**src/rtl/bram_burst_reader_if.sv**
```systemverilog
// bram_burst_reader_if: control, BRAM read and stream bundle for bram_burst_reader
// Ports (master = reader side):
//   start/start_addr/length/stop  burst command from the controller
//   ram_addr/ram_dout             BRAM read address out, read data back (1-cycle latency)
//   m_data/m_valid/m_ready/m_last valid/ready output stream with end-of-burst marker
//   busy/done                     burst status
interface bram_burst_reader_if #(
    parameter int WIDTH  = 32,
    parameter int DEPTH  = 32768,
    parameter int ADDR_W = $clog2(DEPTH),
    parameter int LEN_W  = ADDR_W + 1
);
    logic              start;
    logic [ADDR_W-1:0] start_addr;
    logic [LEN_W-1:0]  length;
    logic              stop;
    logic [ADDR_W-1:0] ram_addr;
    logic [WIDTH-1:0]  ram_dout;
    logic [WIDTH-1:0]  m_data;
    logic              m_valid;
    logic              m_ready;
    logic              m_last;
    logic              busy;
    logic              done;
    modport master (
        input  start, start_addr, length, stop, ram_dout, m_ready,
        output ram_addr, m_data, m_valid, m_last, busy, done
    );
    modport slave (
        output start, start_addr, length, stop, ram_dout, m_ready,
        input  ram_addr, m_data, m_valid, m_last, busy, done
    );
endinterface

```
**src/rtl/bram_burst_reader.sv**
```systemverilog
// bram_burst_reader: sweeps a BRAM address range (wrapping modulo DEPTH) and streams it out
// Ports: clk, rst (async, active-high), bus (bram_burst_reader_if.master).
// Optional: define BRAM_READER_LOOP_EN to repeat the burst until stop is requested.
module bram_burst_reader #(
    parameter int WIDTH  = 32,
    parameter int DEPTH  = 32768,
    parameter int ADDR_W = $clog2(DEPTH),
    parameter int LEN_W  = ADDR_W + 1
) (
    input  logic                clk,
    input  logic                rst,
    bram_burst_reader_if.master bus
);
    typedef enum logic [1:0] {IDLE, RUN, DRAIN} state_t;
    state_t            state_q;
    logic [ADDR_W-1:0] ptr_q;
    logic [LEN_W-1:0]  rem_q;
    logic              inflight_q, fl_last_q;
    logic              h_vld_q, h_last_q, s_vld_q, s_last_q;
    logic [WIDTH-1:0]  h_data_q, s_data_q;
    logic              busy_q, done_q;
`ifdef BRAM_READER_LOOP_EN
    logic [ADDR_W-1:0] base_q;
    logic [LEN_W-1:0]  len_q;
    logic              stop_q;
`endif
    logic              pop, issue, is_last, h_take;
    logic [1:0]        occ_d;
    logic [ADDR_W-1:0] ptr_d;
    assign pop     = h_vld_q & bus.m_ready;
    // words held or in flight after this edge; keeps the 2-entry buffer from overflowing
    assign occ_d   = 2'(h_vld_q) + 2'(s_vld_q) + 2'(inflight_q) - 2'(pop);
    assign issue   = (state_q == RUN) && (rem_q != '0) && (occ_d < 2'd2);
    assign is_last = rem_q == LEN_W'(1);
    assign ptr_d   = (ptr_q == ADDR_W'(DEPTH - 1)) ? '0 : ptr_q + 1'b1;
    assign h_take  = !h_vld_q || pop;
    assign bus.ram_addr = ptr_q;
    assign bus.m_data   = h_data_q;
    assign bus.m_valid  = h_vld_q;
    assign bus.m_last   = h_last_q;
    assign bus.busy     = busy_q;
    assign bus.done     = done_q;
    always_ff @(posedge clk or posedge rst) begin
        if (rst) begin
            state_q    <= IDLE;
            ptr_q      <= '0;
            rem_q      <= '0;
            inflight_q <= 1'b0;
            fl_last_q  <= 1'b0;
            h_vld_q    <= 1'b0;
            h_last_q   <= 1'b0;
            h_data_q   <= '0;
            s_vld_q    <= 1'b0;
            s_last_q   <= 1'b0;
            s_data_q   <= '0;
            busy_q     <= 1'b0;
            done_q     <= 1'b0;
`ifdef BRAM_READER_LOOP_EN
            base_q     <= '0;
            len_q      <= '0;
            stop_q     <= 1'b0;
`endif
        end else begin
            done_q     <= 1'b0;
            inflight_q <= issue;
            if (issue) fl_last_q <= is_last;
            // returning word goes to the head when it is free, otherwise to the second slot
            if (h_take) begin
                h_vld_q  <= s_vld_q | inflight_q;
                h_data_q <= s_vld_q ? s_data_q : bus.ram_dout;
                h_last_q <= s_vld_q ? s_last_q : fl_last_q;
            end
            s_vld_q <= h_take ? (s_vld_q & inflight_q) : (s_vld_q | inflight_q);
            if (inflight_q) begin
                s_data_q <= bus.ram_dout;
                s_last_q <= fl_last_q;
            end
`ifdef BRAM_READER_LOOP_EN
            if (busy_q && bus.stop) stop_q <= 1'b1;
`endif
            case (state_q)
                IDLE: if (bus.start) begin
                    if (bus.length == '0) begin
                        done_q <= 1'b1;
                    end else begin
                        ptr_q   <= bus.start_addr;
                        rem_q   <= bus.length;
                        busy_q  <= 1'b1;
                        state_q <= RUN;
`ifdef BRAM_READER_LOOP_EN
                        base_q  <= bus.start_addr;
                        len_q   <= bus.length;
                        stop_q  <= 1'b0;
`endif
                    end
                end
                RUN: if (issue) begin
                    ptr_q <= ptr_d;
                    rem_q <= rem_q - 1'b1;
                    if (is_last) begin
`ifdef BRAM_READER_LOOP_EN
                        // a stop raised in this very cycle still ends the burst at this boundary
                        if (stop_q || bus.stop) begin
                            state_q <= DRAIN;
                        end else begin
                            ptr_q <= base_q;
                            rem_q <= len_q;
                        end
`else
                        state_q <= DRAIN;
`endif
                    end
                end
                DRAIN: if (pop && h_last_q) begin
                    done_q  <= 1'b1;
                    busy_q  <= 1'b0;
                    state_q <= IDLE;
                end
                default: state_q <= IDLE;
            endcase
        end
    end
endmodule

```
**src/flat_wrapper.sv**
```systemverilog
// flat-port wrapper written by rule: the top's interface ports become plain ports
module bram_burst_reader_flat 
#(
    parameter int WIDTH  = 32,
    parameter int DEPTH  = 32768,
    parameter int ADDR_W = $clog2(DEPTH),
    parameter int LEN_W  = ADDR_W + 1
)
  (clk, rst, bus_start, bus_start_addr, bus_length, bus_stop, bus_ram_dout, bus_m_ready, bus_ram_addr, bus_m_data, bus_m_valid, bus_m_last, bus_busy, bus_done);
  bram_burst_reader_if #(.WIDTH(WIDTH), .DEPTH(DEPTH), .ADDR_W(ADDR_W), .LEN_W(LEN_W)) bus_i ();
  input  logic clk;
  input  logic rst;
  input wire logic [$bits(bus_i.start)-1:0] bus_start;
  input wire logic [$bits(bus_i.start_addr)-1:0] bus_start_addr;
  input wire logic [$bits(bus_i.length)-1:0] bus_length;
  input wire logic [$bits(bus_i.stop)-1:0] bus_stop;
  input wire logic [$bits(bus_i.ram_dout)-1:0] bus_ram_dout;
  input wire logic [$bits(bus_i.m_ready)-1:0] bus_m_ready;
  output wire logic [$bits(bus_i.ram_addr)-1:0] bus_ram_addr;
  output wire logic [$bits(bus_i.m_data)-1:0] bus_m_data;
  output wire logic [$bits(bus_i.m_valid)-1:0] bus_m_valid;
  output wire logic [$bits(bus_i.m_last)-1:0] bus_m_last;
  output wire logic [$bits(bus_i.busy)-1:0] bus_busy;
  output wire logic [$bits(bus_i.done)-1:0] bus_done;
  assign bus_i.start = bus_start;
  assign bus_i.start_addr = bus_start_addr;
  assign bus_i.length = bus_length;
  assign bus_i.stop = bus_stop;
  assign bus_i.ram_dout = bus_ram_dout;
  assign bus_i.m_ready = bus_m_ready;
  assign bus_ram_addr = bus_i.ram_addr;
  assign bus_m_data = bus_i.m_data;
  assign bus_m_valid = bus_i.m_valid;
  assign bus_m_last = bus_i.m_last;
  assign bus_busy = bus_i.busy;
  assign bus_done = bus_i.done;
  bram_burst_reader #(.WIDTH(WIDTH), .DEPTH(DEPTH), .ADDR_W(ADDR_W), .LEN_W(LEN_W)) u_core (.clk(clk), .rst(rst), .bus(bus_i));
endmodule
```
**config.mk**
```make
export PLATFORM = sky130hd
export DESIGN_NAME = bram_burst_reader_flat
export DESIGN_NICKNAME = d
export VERILOG_FILES = /design/src/rtl/bram_burst_reader_if.sv /design/src/rtl/bram_burst_reader.sv /design/src/flat_wrapper.sv
export SDC_FILE = /design/constraint.sdc
export NUM_CORES = 1
export LEC_CHECK = 0
export CAP_MARGIN = 30
export CORE_MARGIN = 3
export CORE_UTILIZATION = 36
export CTS_BUF_LIST = sky130_fd_sc_hd__clkbuf_8
export DETAILED_ROUTE_END_ITERATION = 7
export GPL_TIMING_DRIVEN = 0
export PLACE_DENSITY = 0.65
export SYNTH_ARGS = -nofsm -noshare
export SYNTH_HDL_FRONTEND = slang
export SYNTH_SLANG_ARGS = --single-unit
```
**constraint.sdc**
```tcl
create_clock -name clk -period 9 [get_ports clk]
set_input_delay 0.9 -clock clk [delete_from_list [all_inputs] [get_ports clk]]
set_output_delay 0.9 -clock clk [all_outputs]
set_load 0.02 [all_outputs]
```
# Word-level counts from Yosys, hierarchy flattened

Cells that the tools add are included.

Add/subtract/negate cells: 5
$mul: 0
Divide/modulo/power cells: 0
Magnitude comparators: 1
Equality and inequality tests: 9
Shifts and indexed selects: 0
Mux-type cells: 26
Bitwise logic cells: 3
Reductions and logical operators: 13

Operators by type and width:

| operator                                            | number |
|---|---|
| two-way mux 15 bit                                  | 4 |
| two-way mux 16 bit                                  | 3 |
| two-way mux 32 bit                                  | 1 |
| one-hot mux 16 bit (2 select lines)                 | 1 |
| one-hot mux 15 bit (2 select lines)                 | 1 |
| == test 16 x 1 -> 1 bit (second input constant)     | 1 |
| zero test 16 bit                                    | 1 |
| nonzero test 16 bit                                 | 1 |
| subtractor 16 x 1 -> 16 bit (second input constant) | 1 |
| adder 15 x 1 -> 15 bit (second input constant)      | 1 |
| == test 15 bit (second input constant)              | 1 |
| two-way mux 2 bit                                   | 5 |
| two-way mux 1 bit                                   | 8 |
| AND reduction 4 bit                                 | 2 |
| != test 2 x 1 -> 1 bit (second input constant)      | 3 |
| one-hot mux 2 bit (3 select lines)                  | 1 |
| AND reduction 5 bit                                 | 1 |
| != test 2 bit (second input constant)               | 2 |
| one-hot mux 1 bit (2 select lines)                  | 2 |
| nonzero test 2 bit                                  | 2 |
| logical AND 1 bit                                   | 3 |
| adder 1 x 1 -> 2 bit                                | 1 |
| adder 2 x 1 -> 2 bit                                | 1 |
| bitwise AND 1 bit                                   | 2 |
| other kinds (8)                                     | 8 |

Flip-flop bits (word level): 105
Latch bits: 0
Bits in writable memories: 0
Memory bits (read-only): 0
Bits of input ports: 68
Output and inout port bits: 51
Logic and storage cells: 70
Memories: 0

# Logic depth before layout (Yosys ltp)

Word-level depth: 7
Depth in mapped cells: 12
Mapped depth without buffers: 9

# Worst setup path before layout

Ideal clock, no wire load.

Path kind: input -> register
Start point: input bus_m_ready
End point: register u_core.ptr_q[13], in the netlist u_core.bus.ram_addr[13]
Setup time: 121 ps
Arrival time: 2868 ps
Required time: 8879 ps
Slack: 6011 ps
Cell stages on the path: 10
Path buffers: 1
Cells stage by stage: and2_1 ha_1 inv_1 ha_1 a21oi_1 xor2_1 o221ai_1 clkbuf_1 a211o_1 a22o_1

Longest elaborated chain between the ends: 6

Ends and longest elaborated chain:

| item                             | line                    | source |
|---|---|---|
| start, declared                  | flat_wrapper.sv:18      | `input wire logic [$bits(bus_i.m_ready)-1:0] bus_m_ready;` |
| bitwise AND 1 bit                | bram_burst_reader.sv:30 | `assign pop = h_vld_q & bus.m_ready;` |
| subtractor 2 x 1 -> 2 bit        | bram_burst_reader.sv:32 | `assign occ_d = 2'(h_vld_q) + 2'(s_vld_q) + 2'(inflight_q) - 2'(pop);` |
| < comparator 2 bit               | bram_burst_reader.sv:33 | `assign issue = (state_q == RUN) && (rem_q != '0) && (occ_d < 2'd2);` |
| logical AND 1 bit                | bram_burst_reader.sv:33 |  |
| != test 2 x 1 -> 1 bit (no line) | -                       |  |
| AND reduction 4 bit (no line)    | -                       |  |
| end signal, assigned             | bram_burst_reader.sv:86 | `ptr_q <= bus.start_addr;` |
| end signal, assigned             | bram_burst_reader.sv:98 | `ptr_q <= ptr_d;` |
| end, declared                    | bram_burst_reader.sv:16 | `logic [ADDR_W-1:0] ptr_q;` |

No other way between the ends.
A chain may end at the register's enable or synchronous reset.

# Worst setup path after layout

Start point: register u_core.inflight_q
End point: register u_core.ptr_q[8], in the netlist u_core.bus.ram_addr[8]

Longest elaborated chain between the ends: 6

Ends and longest elaborated chain:

| item                             | line                    | source |
|---|---|---|
| start, declared                  | bram_burst_reader.sv:18 | `logic inflight_q, fl_last_q;` |
| start signal, assigned           | bram_burst_reader.sv:65 | `inflight_q <= issue;` |
| adder 2 x 1 -> 2 bit             | bram_burst_reader.sv:32 |  |
| subtractor 2 x 1 -> 2 bit        | bram_burst_reader.sv:32 |  |
| < comparator 2 bit               | bram_burst_reader.sv:33 |  |
| logical AND 1 bit                | bram_burst_reader.sv:33 |  |
| != test 2 x 1 -> 1 bit (no line) | -                       |  |
| AND reduction 4 bit (no line)    | -                       |  |

No other way between the ends.

==> summary.md <==
| Metric | Value |
|---|---|
| RR Endpoint | u_core.bus.ram_addr[8] |
| RSZ-0062 raised after global routing | no |
| Crit path time final | 3680 ps |
| Max-slew violations | 0 |
| # nets final | 719 |
| Most frequent cells after synthesis | dfrtp_1 (105), o21ai_0 (55), nand2_1 (53), mux2_2 (35), mux2i_1 (34) |
| CP max stage delay | about 500 ps |
| Post-synth EDFFs | 0 |
| Hold Path Class | reg -> reg |
| Path depth of the worst reg2reg path | 12 |
| Outcome | finished, final reports clean |
| Worst Hold Path EP | u_core.bus.m_data[11] |
| TritonRoute pass-1 iters | 5 |
| CP max-delay cell | buf_1 |
| Mapped cell area | 0.00529 mm2 |
| Synthesized area per cell | 10.3 um2 |
| Critical path, cell by cell | clkbuf_1 > buf_1 > inv_1 > ha_1 > inv_1 > ha_1 > a21oi_1 > xor2_1 > o221ai_1 > clkbuf_1 > o31ai_1 > o21ai_0 |
| Clock slew at reported path FFs | around 100 ps |
| Fin Clk Skew | 12.7 ps |
| Area Growth Syn to Fin | 31.0% |
| Wire length per cell | 18.3 um |
| Ports | around 120 |
| Worst-Margin Slew | 1020 ps |
| CP Capture Type | flop |
| Yosys top cell area share | 49.6% |
| Main synth FF type | dfrtp_1 |
| CTS Root Cell | clkbuf_8 |
| Final Setup Violations | 0 |
| Cts bufs inserted | 9 |
| Worst path bufs/invs | 5 |
| Distinct cells, synth | 58 |
| Via count of the first global-routing pass | 4,705 |
| Inst Count DP | between 800 and 900 |
| Post-DP HPWL | 10,900 um |
| GRT overflow | 0 |
| Leading post-synthesis cells by cell area | dfrtp_1 (50%), mux2_2 (7.4%), mux2i_1 (6.4%), o21ai_0 (5.2%), nand2_1 (3.8%) |
| Total Power | 2.36 mW |
| R2R setup slack | roughly 5300 ps |
| Largest net degree at the start of global routing | ~60 |
| Clk buf depth | 2 |
| Port bufs | 117 |
| Num rows | between 40 and 50 |
| GPL Wtd Cong | 0.909 |
| # clock sinks | 105 |
| GRT Total Usage | 18.8% |
| Fin Setup TNS | 0 ps |
| Peak supply drop | about 0.00019 V |
| Placeable Area | 0.0141 mm2 |
| Most frequent cell after synthesis | dfrtp_1 |
| H-tree depth | 3 |
| Part of the cycle the worst path needs | about 40% |
| Slew margin rel. | between 30% and 40% |
| Total Wirelength | ~15,000 um |
| First-pass GRT wire length | 24,400 um |
| Worst Min Path Start | u_core.bus.m_data[11] |
| Die Ht | 127 um |
| Number of synthesized register bits | 105 |
| CTS resizes | 0 |
| Net Count, Synth | 590 |
| TritonCTS clock tree | yes |
| Routed Antenna Nets | 0 |
| CP delay by family, top | buffers and inverters |
| Vias per cell | 5.64 |
| Max Cap Viol | 0 |
| Die width | 127 um |
| Yosys top cell by area | dfrtp_1 |
| Post-Syn Instances | 516 |
| Initial antenna violation count | 0 |
| Power density over cell area | 340 mW/mm2 |
| CP Data Required Time | 9260 ps |
| Hold Slack | 492 ps |
| Max Clk Rate | around 270 MHz |
| Starting DRT DRC Count | between 300 and 400 |
| Initial Util | a little under two fifths |
| Util after Layout | 49.0% |
| Async SR Flop Fraction | 100% |
| Leak Pwr | 2.76 nW |
| Critical Path Start Type | flop |
| Crit Path Category | reg -> reg |
| Post-CTS setup buffers | 0 |
| CP arrival | 3930 ps |
| Final hold viol count | 0 |
| Seq/Total Area, Yosys | 49.6% |
| Synth Warn # | 0 |
| WHS Path Cells | 2 |
| Clk_lat worst skew | slightly below 400 ps |
| Ant. Diodes | 0 |
| Final std cells w/o fill | 830 |
| Critical Path Fanout Max | 10 |
| Die area | 0.0162 mm2 |
| DRC errors left | 0 |
| Reg2reg start | u_core.inflight_q |
| Post-CTS Hold Fix Bufs | 0 |
| Via count | 4,679 |
| Fraction of layout cells with a size suffix above 1 | 10.8% |
kinds of logic (layout without fill, tap and decap cells):
group / count (synthesis) / after routing / share of synthesized area (%)
xor gates and xnor gates: 1 / 1 / 0.165
muxes: 69 / 69 / 13.9
and+or+nand+nor: 147 / 147 / 13.9
AOI/OAI and AO/OA: 140 / 140 / 17.0
DFF: 105 / 105 / 49.6
buffers and inverters: 47 / 181 / 3.88
adders and majority gates: 7 / 7 / 1.61
metrics by stage:
step,instance area [um2],setup WS [ps]
after global routing,6930,5010
after global placement,6690,3640
after CTS,6930,5280
after detailed placement,6720,5120
final,6930,5320
after floorplan,5290,5340
sequential cells by signal (all words and copies together) (netlist names):
name and cells:
u_core.bus.ram_addr 15, u_core.s_data_q 32, u_core.bus.m_last 1, u_core.s_last_q 1, u_core.fl_last_q 1, u_core.inflight_q 1
u_core.bus.m_data 32, u_core.rem_q 16, u_core.bus.done 1, u_core.state_q 2, u_core.bus.m_valid 1, u_core.s_vld_q 1
u_core.bus.busy 1
area by class of cell:
class                           instances  area (um2)
Fill cell                            1311        7220
Tap cell                              180         225
Inverter                               15        58.8
Timing Repair Buffer                  118        1200
Sequential cell                       105        2630
Clock buffer                           11         151
Buffer                                 32         149
Clock inverter                          5        61.3
Multi-Input combinational cell        364        2460
tightest hold or removal path, delay by kind of cell, from the launching register on:
kind	cells	cell delay (ps)
and+or+nand+nor	1	50
AOI/OAI and AO/OA	1	60
DFF	1	360
layout by cell type (no fill, tap or decap), types with 3 or more instances in the layout:
master / Yosys / routed
nor2_1: 24 / 24
clkbuf_8: 0 / 11
nor4_1: 11 / 11
o31ai_1: 13 / 13
dfrtp_1: 105 / 105
mux2_2: 35 / 35
clkdlybuf4s50_1: 0 / 117
buf_1: 5 / 5
or4_1: 3 / 3
a31oi_1: 10 / 10
nand3_1: 11 / 11
buf_2: 4 / 4
nor3_1: 16 / 16
clkbuf_1: 21 / 21
a2bb2oi_1: 5 / 5
mux2i_1: 34 / 34
a32oi_1: 6 / 6
and2_1: 3 / 3
nand4_1: 9 / 9
ha_1: 6 / 6
o21ai_0: 55 / 55
a21oi_1: 19 / 19
a22o_1: 3 / 3
a22oi_1: 5 / 5
inv_1: 15 / 15
nand2_1: 53 / 53
and3_1: 3 / 3
worst max-delay path by stage:
| stage | depth (start not counted) | start | slack [ps] | to |
|---|---|---|---|---|
| floorplan | 1 | rst | 5340 | u_core.bus.busy |
| global placement | 2 | rst | 3640 | u_core.bus.ram_addr[8] |
| detailed placement | 11 | bus_m_ready | 5120 | u_core.rem_q[7] |
| CTS | 12 | u_core.inflight_q | 5280 | u_core.rem_q[7] |
| global route | 12 | u_core.inflight_q | 5010 | u_core.bus.ram_addr[8] |
| finish | 12 | u_core.inflight_q | 5320 | u_core.bus.ram_addr[8] |
layer usage:
| metal | track usage [%] | up-vias | wire [um] |
|---|---|---|---|
| met5 | 0 | - | 0 |
| met4 | 6.06 | 0 | 276 |
| met3 | 4.64 | 32 | 1150 |
| met2 | 29.4 | 219 | 6930 |
| met1 | 25.9 | 2273 | 6840 |
| li1 | - | 2155 | - |
where the power goes:
part	total [mW]	switching, mW	internal [mW]
Clock	0.318	0.172	0.146
Sequential	0.871	0.179	0.691
Combinational	1.17	0.645	0.526
Total	2.36	0.997	1.36
(Power assumes the default switching activity.)
